**config.mk**
```make
export PLATFORM = sky130hd
export DESIGN_NAME = uv_sum_queue
export DESIGN_NICKNAME = d
export VERILOG_FILES = /design/src/rtl/uv_sum_queue.sv
export SDC_FILE = /design/constraint.sdc
export NUM_CORES = 1
export LEC_CHECK = 0
export ABC_CLOCK_PERIOD_IN_PS = 3700
export CAP_MARGIN = 10
export CORE_MARGIN = 2
export CORE_UTILIZATION = 60
export CTS_CLUSTER_SIZE = 10
export DETAILED_ROUTE_END_ITERATION = 10
export DONT_BUFFER_PORTS = 1
export PLACE_DENSITY_LB_ADDON = 0.05
export SYNTH_ARGS = -nofsm -noshare
export SYNTH_HDL_FRONTEND = slang
export SYNTH_SLANG_ARGS = --single-unit
```
**constraint.sdc**
```tcl
create_clock -name clk -period 3.7 [get_ports clk]
set_input_delay 0.555 -clock clk [delete_from_list [all_inputs] [get_ports clk]]
set_output_delay 0.555 -clock clk [all_outputs]
set_load 0.05 [all_outputs]
```
**src/rtl/uv_sum_queue.sv**
```systemverilog
// Circular FIFO of truncated u+v sums with a saturating count of pushed sums equal to one.
// Define UV_SUM_QUEUE_ASSERT_EN to elaborate the structural invariant assertions.
module uv_sum_queue #(
  parameter int WIDTH = 2,
  parameter int DEPTH = 4
) (
  input  logic             clk,
  input  logic             rst,
  input  logic             in_valid,
  output logic             in_ready,
  input  logic [WIDTH-1:0] in_u,
  input  logic [WIDTH-1:0] in_v,
  output logic             out_valid,
  input  logic             out_ready,
  output logic [WIDTH-1:0] out_sum,
  output logic [WIDTH-1:0] ones_seen
);

  localparam int PW = $clog2(DEPTH);
  localparam int CW = PW + 1;

  logic [WIDTH-1:0] mem_q [DEPTH];
  logic [PW-1:0]    rd_ptr_q, rd_ptr_d;
  logic [PW-1:0]    wr_ptr_q, wr_ptr_d;
  logic [CW-1:0]    count_q, count_d;
  logic [WIDTH-1:0] ones_q, ones_d;

  logic             full, empty, push, pop;
  logic [WIDTH-1:0] sum;

  assign full      = (count_q == CW'(DEPTH));
  assign empty     = (count_q == '0);
  assign in_ready  = !full;
  assign out_valid = !empty;
  assign push      = in_valid && in_ready;
  assign pop       = out_valid && out_ready;
  // Carry out of the add is intentionally dropped.
  assign sum       = in_u + in_v;
  assign out_sum   = mem_q[rd_ptr_q];
  assign ones_seen = ones_q;

  always_comb begin
    rd_ptr_d = rd_ptr_q;
    wr_ptr_d = wr_ptr_q;
    count_d  = count_q;
    ones_d   = ones_q;
    if (push) wr_ptr_d = wr_ptr_q + 1'b1;
    if (pop)  rd_ptr_d = rd_ptr_q + 1'b1;
    if (push && !pop)      count_d = count_q + 1'b1;
    else if (pop && !push) count_d = count_q - 1'b1;
    if (push && (sum == WIDTH'(1)) && (ones_q != {WIDTH{1'b1}}))
      ones_d = ones_q + 1'b1;
  end

  always_ff @(posedge clk) begin
    if (rst) begin
      rd_ptr_q <= '0;
      wr_ptr_q <= '0;
      count_q  <= '0;
      ones_q   <= '0;
    end else begin
      rd_ptr_q <= rd_ptr_d;
      wr_ptr_q <= wr_ptr_d;
      count_q  <= count_d;
      ones_q   <= ones_d;
    end
  end

  // Storage carries no reset; stale entries are unreachable once count is cleared.
  always_ff @(posedge clk) begin
    if (push && !rst) mem_q[wr_ptr_q] <= sum;
  end

`ifdef UV_SUM_QUEUE_ASSERT_EN
  logic [WIDTH-1:0] ones_prev_q;
  logic             rst_prev_q;
  logic             chk_en_q;

  always_ff @(posedge clk) begin
    ones_prev_q <= ones_q;
    rst_prev_q  <= rst;
    if (rst) chk_en_q <= 1'b1;
  end

  // Checks are held off until the first reset has defined the state.
  always @* begin
    if (chk_en_q === 1'b1 && !rst) begin
      prop_count: assert (count_q <= CW'(DEPTH));
      prop_ptr:   assert (wr_ptr_q == PW'(rd_ptr_q + count_q[PW-1:0]));
      prop_full:  assert (!full || !in_ready);
      prop_empty: assert (!empty || !out_valid);
      prop_sat:   assert (rst_prev_q !== 1'b0 || ones_q >= ones_prev_q);
    end
  end
`endif

endmodule

```
**Word-level counts from Yosys, hierarchy flattened**

Memories as Yosys holds them, arrays and structs flattened. A register that Yosys moved wholly into a read port is not among the register bits.
Index checks and enable logic that the tools add are counted.

- Add/subtract/negate cells: 6
- Eq/ne operators: 3
- Reductions and logical operators: 14
- Mux-type cells: 6

Operator list:

| cell | count |
|---|---|
| $logic_and A1 B1 Y1 | 7 |
| $add A2 B1 Y2 const B | 3 |
| $mux W3 | 2 |
| $logic_not A1 Y1 | 5 |
| $mux W2 | 2 |
| $add A3 B1 Y3 const B | 1 |
| $eq A3 B3 Y1 const B | 1 |
| $logic_not A3 Y1 | 1 |
| $sub A3 B1 Y3 const B | 1 |
| $add A2 B2 Y2 | 1 |
| $eq A2 B1 Y1 const B | 1 |
| $mux W1 | 2 |
| $ne A2 B2 Y1 const B | 1 |
| $reduce_bool A2 Y1 | 1 |

- Bits of input ports: 8
- Output and inout bits: 6
- Bits in writable memories: 8
- Memories kept: 1
- Logic and storage cells: 34
- Register bits: 9

Memory list:

| name | depth | bits a word | read ports | clocked after Yosys merged registers in | wr ports | RTL line | RTL |
|---|---|---|---|---|---|---|---|
| mem_q | 4 | 2 | 1 | 1 | 1 | 22 | `logic [WIDTH-1:0] mem_q [DEPTH];` |

**Logic depth before layout (Yosys ltp)**

- Depth after elaboration: 7
- Depth in mapped cells: 10
- Gate-level depth less buffers: 10

**Worst setup path before layout**

Ideal clock, no wire load.

- Path type: register to register
- Start point: register count_q[2]
- End point: register count_q[2]
- Arrival time: 2.364 ns
- Cell stages (with the launch flop): 11
- Library setup time: 0.071 ns
- Data required time: 3.629 ns
- Slack: 1.265 ns
- Clock period less this slack: 2.435 ns
- Path buffers: 0
- Path through: dfxtp_1 > nor3b_1 > inv_1 > nand2_1 > inv_1 > ha_1 > inv_1 > fa_1 > xor2_1 > or3_1 > a21oi_1

- Word-level cells in the longest chain between the ends: 6
- Elaborated cells on any way between the ends: 15
- Those cells by class: add/sub (2); eq/ne (1); mux (2); reduce/logical (10)

RTL lines:

| item | RTL line | RTL |
|---|---|---|
| from (decl) | 25 | `logic [CW-1:0] count_q, count_d;` |
| from (signal assigned) | 64 | `count_q <= count_d;` |
| $eq A3 B3 Y1 (*) | 31 | `assign full = (count_q == CW'(DEPTH));` |
| $logic_not A1 Y1 (*) | 33 | `assign in_ready = !full;` |
| via in_ready | 10 | `output logic in_ready,` |
| $logic_and A1 B1 Y1 (*) | 35 | `assign push = in_valid && in_ready;` |
| via push | 28 | `logic full, empty, push, pop;` |
| $logic_not A1 Y1 | 50 | `else if (pop && !push) count_d = count_q - 1'b1;` |
| $logic_and A1 B1 Y1 | 50 |  |
| $reduce_bool A2 Y1 (no line) | - |  |

Mark *: on every way through the listed nets, which the timed path passes. The rest lies on a longest branch. The select of a mux whose other input is x is not followed.
A chain may end at the register's enable or synchronous reset.

**Worst setup path in the final report**

Ends and elaborated chain as after synthesis.

==> metrics.cfg <==
[outcome]
result_of_the_run = finished, final reports clean

[cts]
cts_inserted_buffers = 3
cts_buffer_depth = 2
holdBufCountCts = 0
h-tree-depth = 1
cts_tree = yes
cts_repair_resize_count = 0
cts.clk_slew.worst_paths_ps = 100
cts_root_buf = sky130_fd_sc_hd__clkbuf_4
clock_insertion_delay_worst_skew_ps = 290
cts_post_setup_buffers_inserted = 0
clock_sink_count = 19

[setup_path]
setup.worst_path.end = count_q[2]$_SDFFE_PP0P_
end_kind = register
critical_path.startpoint = count_q[2]$_SDFFE_PP0P_
critPathBufInv = 3
cp_num_cells = 10
timing.reg2reg.worst_path_depth = 10
critical_path_required_ps = 3930
maximum_cell_stage_delay_along_the_critical_path_ps = 540
worst_r2r_endpoint = count_q[2]$_SDFFE_PP0P_
worstSetupPathType = register to register
crit_family = simple AND/OR/NAND/NOR gates
timing.critical_path.arrival_ps = 3010
crit_top_cell = sky130_fd_sc_hd__inv_1
critical_path_peak_fanout = 7
worstSetupStartpointType = register
timing.reg2reg.setup_slack_ps = 920
slowest_stage = sky130_fd_sc_hd__nor3b_1
r2r_start = count_q[2]$_SDFFE_PP0P_
crit_chain = nor3b_1 > inv_1 > nand2_1 > inv_1 > ha_1 > inv_1 > fa_1 > xor2_1 > or3_1 > a21oi_1

[grt]
via_count_of_the_first_global_routing_pass = 536
number_of_antenna_violations_at_the_first_check_in_global_routing = 0
groute.usage.overall_pct = 16.3
overflow = 0
grt_start_max_net_pins = 15
grt_first_pass_wirelength_mm = 2.20

[pwr]
clockPowerShare_pct = 14.8
power_density_nw_per_um2 = 717
vdd_drop_max_mv = 0.367
p_seq_share_pct = 45.8
p_sw_w = 0.000276
cellInternalPower_w = 0.000392
switching_share_pct = 41.4
power_frac_comb_pct = 39.4
cellLeakagePower_nw = 0.364

[sta]
finalMaxSlewViolations = 0
fin_setup_tns_ps = 0
layout_min_cycle_time_ps = 2780
setup_repair_after_global_routing_missed_its_margin = no
finalClockSkew_ps = 3.81
period_share_pct = 75.1
layout_setup_ws_ps = 922
fmax_mhz = 360
worst_hold_margin_ps = 322
finalHoldViolations = 0
setup_viol = 0
worst_slew_margin_rel_pct = 59.2
timing_worst_slew_pin_value_ps = 611

[final_layout]
layout.cells.most_common = sky130_fd_sc_hd__dfxtp_1
num_antenna_cells = 0
layout-area-overhead-vs-synth_pct = 4.79
final_area_um2 = 931
layout-drive-gt1-share_pct = 9.33
postLayoutCoreUtil_pct = 69.0
layout.cells.most_common_list = sky130_fd_sc_hd__dfxtp_1 (11), sky130_fd_sc_hd__edfxtp_1 (8), sky130_fd_sc_hd__ha_1 (7)
design.final.nets = 92

[placement]
place_worst_setup_slack_ps = 920
dpl_cell_area_um2 = 903
detailedPlacementHpwl_um = 957
place_congestion = 0.799
numPortBuffers = 0

[floorplanning]
ioPinCount = 14
floorplan.initialDensity_pct = 65.8
die-area_um2 = 1800
core-area_um2 = 1350
floorplan.die.width_um = 42.5
fp.dieH_um = 42.5
core.rowCount = 13

[worst_hold_path]
min-delay-path-class = input pin to register
hold_start = rst

[yosys]
yosys.area.top_type_share_pct = 27.0
syn_inst = 72
synthTopCellsByArea = sky130_fd_sc_hd__edfxtp_1 (27%), sky130_fd_sc_hd__dfxtp_1 (25%), sky130_fd_sc_hd__ha_1 (9.9%), sky130_fd_sc_hd__mux4_2 (5.1%), sky130_fd_sc_hd__nor3b_1 (4.2%)
count_of_different_cell_masters_after_synthesis = 22
number_of_storage_elements_in_the_synthesis_netlist = 19
yosys_warnings = 0
synthesis.area_per_instance_um2 = 12.3
synth_top_cell_by_area = sky130_fd_sc_hd__edfxtp_1
postSynthNetCount = 88
synth_seq_area_share_pct = 51.8
synth.cell_area_um2 = 888

[flow_run]
max-cap-violations = 0

[detailed_routing]
dr.pass1.iters = 4
number_of_drc_markers_after_the_initial_detailed_route_iteration = 2
wl_per_cell_um = 14.0
route.final.wire_length_mm = 1.26
drc = 0
drt.antenna.violating_nets = 0
vias = 532
routed_via_density = 5.91

[synthesized netlist by cell type]
| library cell | count |
|---|---|
| sky130_fd_sc_hd__xor2_1 | 4 |
| sky130_fd_sc_hd__nand2_1 | 1 |
| sky130_fd_sc_hd__o311ai_0 | 1 |
| sky130_fd_sc_hd__or3_1 | 2 |
| sky130_fd_sc_hd__edfxtp_1 | 8 |
| sky130_fd_sc_hd__or4b_1 | 1 |
| sky130_fd_sc_hd__nor3b_1 | 5 |
| sky130_fd_sc_hd__nand3_1 | 2 |
| sky130_fd_sc_hd__xor3_2 | 1 |
| sky130_fd_sc_hd__o21ai_0 | 3 |
| sky130_fd_sc_hd__clkbuf_1 | 1 |
| sky130_fd_sc_hd__or4_1 | 1 |
| sky130_fd_sc_hd__mux4_2 | 2 |
| sky130_fd_sc_hd__a21oi_1 | 5 |
| sky130_fd_sc_hd__dfxtp_1 | 11 |
| sky130_fd_sc_hd__o31ai_1 | 3 |
| sky130_fd_sc_hd__nand3b_1 | 1 |
| sky130_fd_sc_hd__mux2i_1 | 1 |
| sky130_fd_sc_hd__nor2_1 | 5 |
| sky130_fd_sc_hd__fa_1 | 1 |
| sky130_fd_sc_hd__inv_1 | 6 |
| sky130_fd_sc_hd__ha_1 | 7 |
[layer usage]
layer | GRT usage, % | wire length (um)
met2 | 27.1 | 582
met5 | 0 | 0
met3 | 5.17 | 72
met4 | 5.63 | 10
met1 | 19.9 | 591
[worst min path at each step]
stage | endpoint | slack (ps) | cells after the start
2_1_floorplan | wr_ptr_q[0]$_SDFFE_PP0P_ | 480 | 2
3_3_place_gp | count_q[2]$_SDFFE_PP0P_ | 500 | 2
3_5_place_dp | wr_ptr_q[1]$_SDFFE_PP0P_ | 520 | 2
4_1_cts | count_q[2]$_SDFFE_PP0P_ | 310 | 1
5_1_grt | ones_seen[0]$_SDFFE_PP0P_ | 290 | 1
6_report | count_q[2]$_SDFFE_PP0P_ | 320 | 1
[power groups by stage]
stage          clock (W)  sequential [W]  combinational, W
2_1_floorplan          0        0.000301          0.000235
3_3_place_gp           0        0.000309          0.000260
3_5_place_dp           0        0.000310          0.000262
4_1_cts         0.000103        0.000306          0.000265
5_1_grt         0.000113        0.000313          0.000293
6_report       0.0000990        0.000306          0.000263
[logic make-up (layout without fill, tap and decap cells)]
| logic type | Yosys count | after routing | share of synthesized area, % |
|---|---|---|---|
| AOI/OAI and AO/OA | 12 | 12 | 8.03 |
| xor gates and xnor gates | 5 | 5 | 6.76 |
| and+or+nand+nor | 18 | 18 | 12.1 |
| DFF | 19 | 19 | 51.8 |
| adders and majority gates | 8 | 8 | 12.1 |
| buffers and inverters | 7 | 10 | 2.96 |
| muxes | 3 | 3 | 6.20 |
[per-stage QoR]
stage,instances,total power (W)
floorplan,72,0.000535
global route,90,0.000718
global placement,86,0.000569
CTS,90,0.000674
detailed placement,86,0.000572
finish,90,0.000668
[layout make-up]
class                      instances  area (um^2)
fill                             105          419
inverter                           6         22.5
multi-input combinational         46          402
sequential                        19          460
clock inverter                     1         5.00
clock buffer                       3         22.5
tap                               15         18.8
Note: power is estimated with default switching activity, not from simulation.
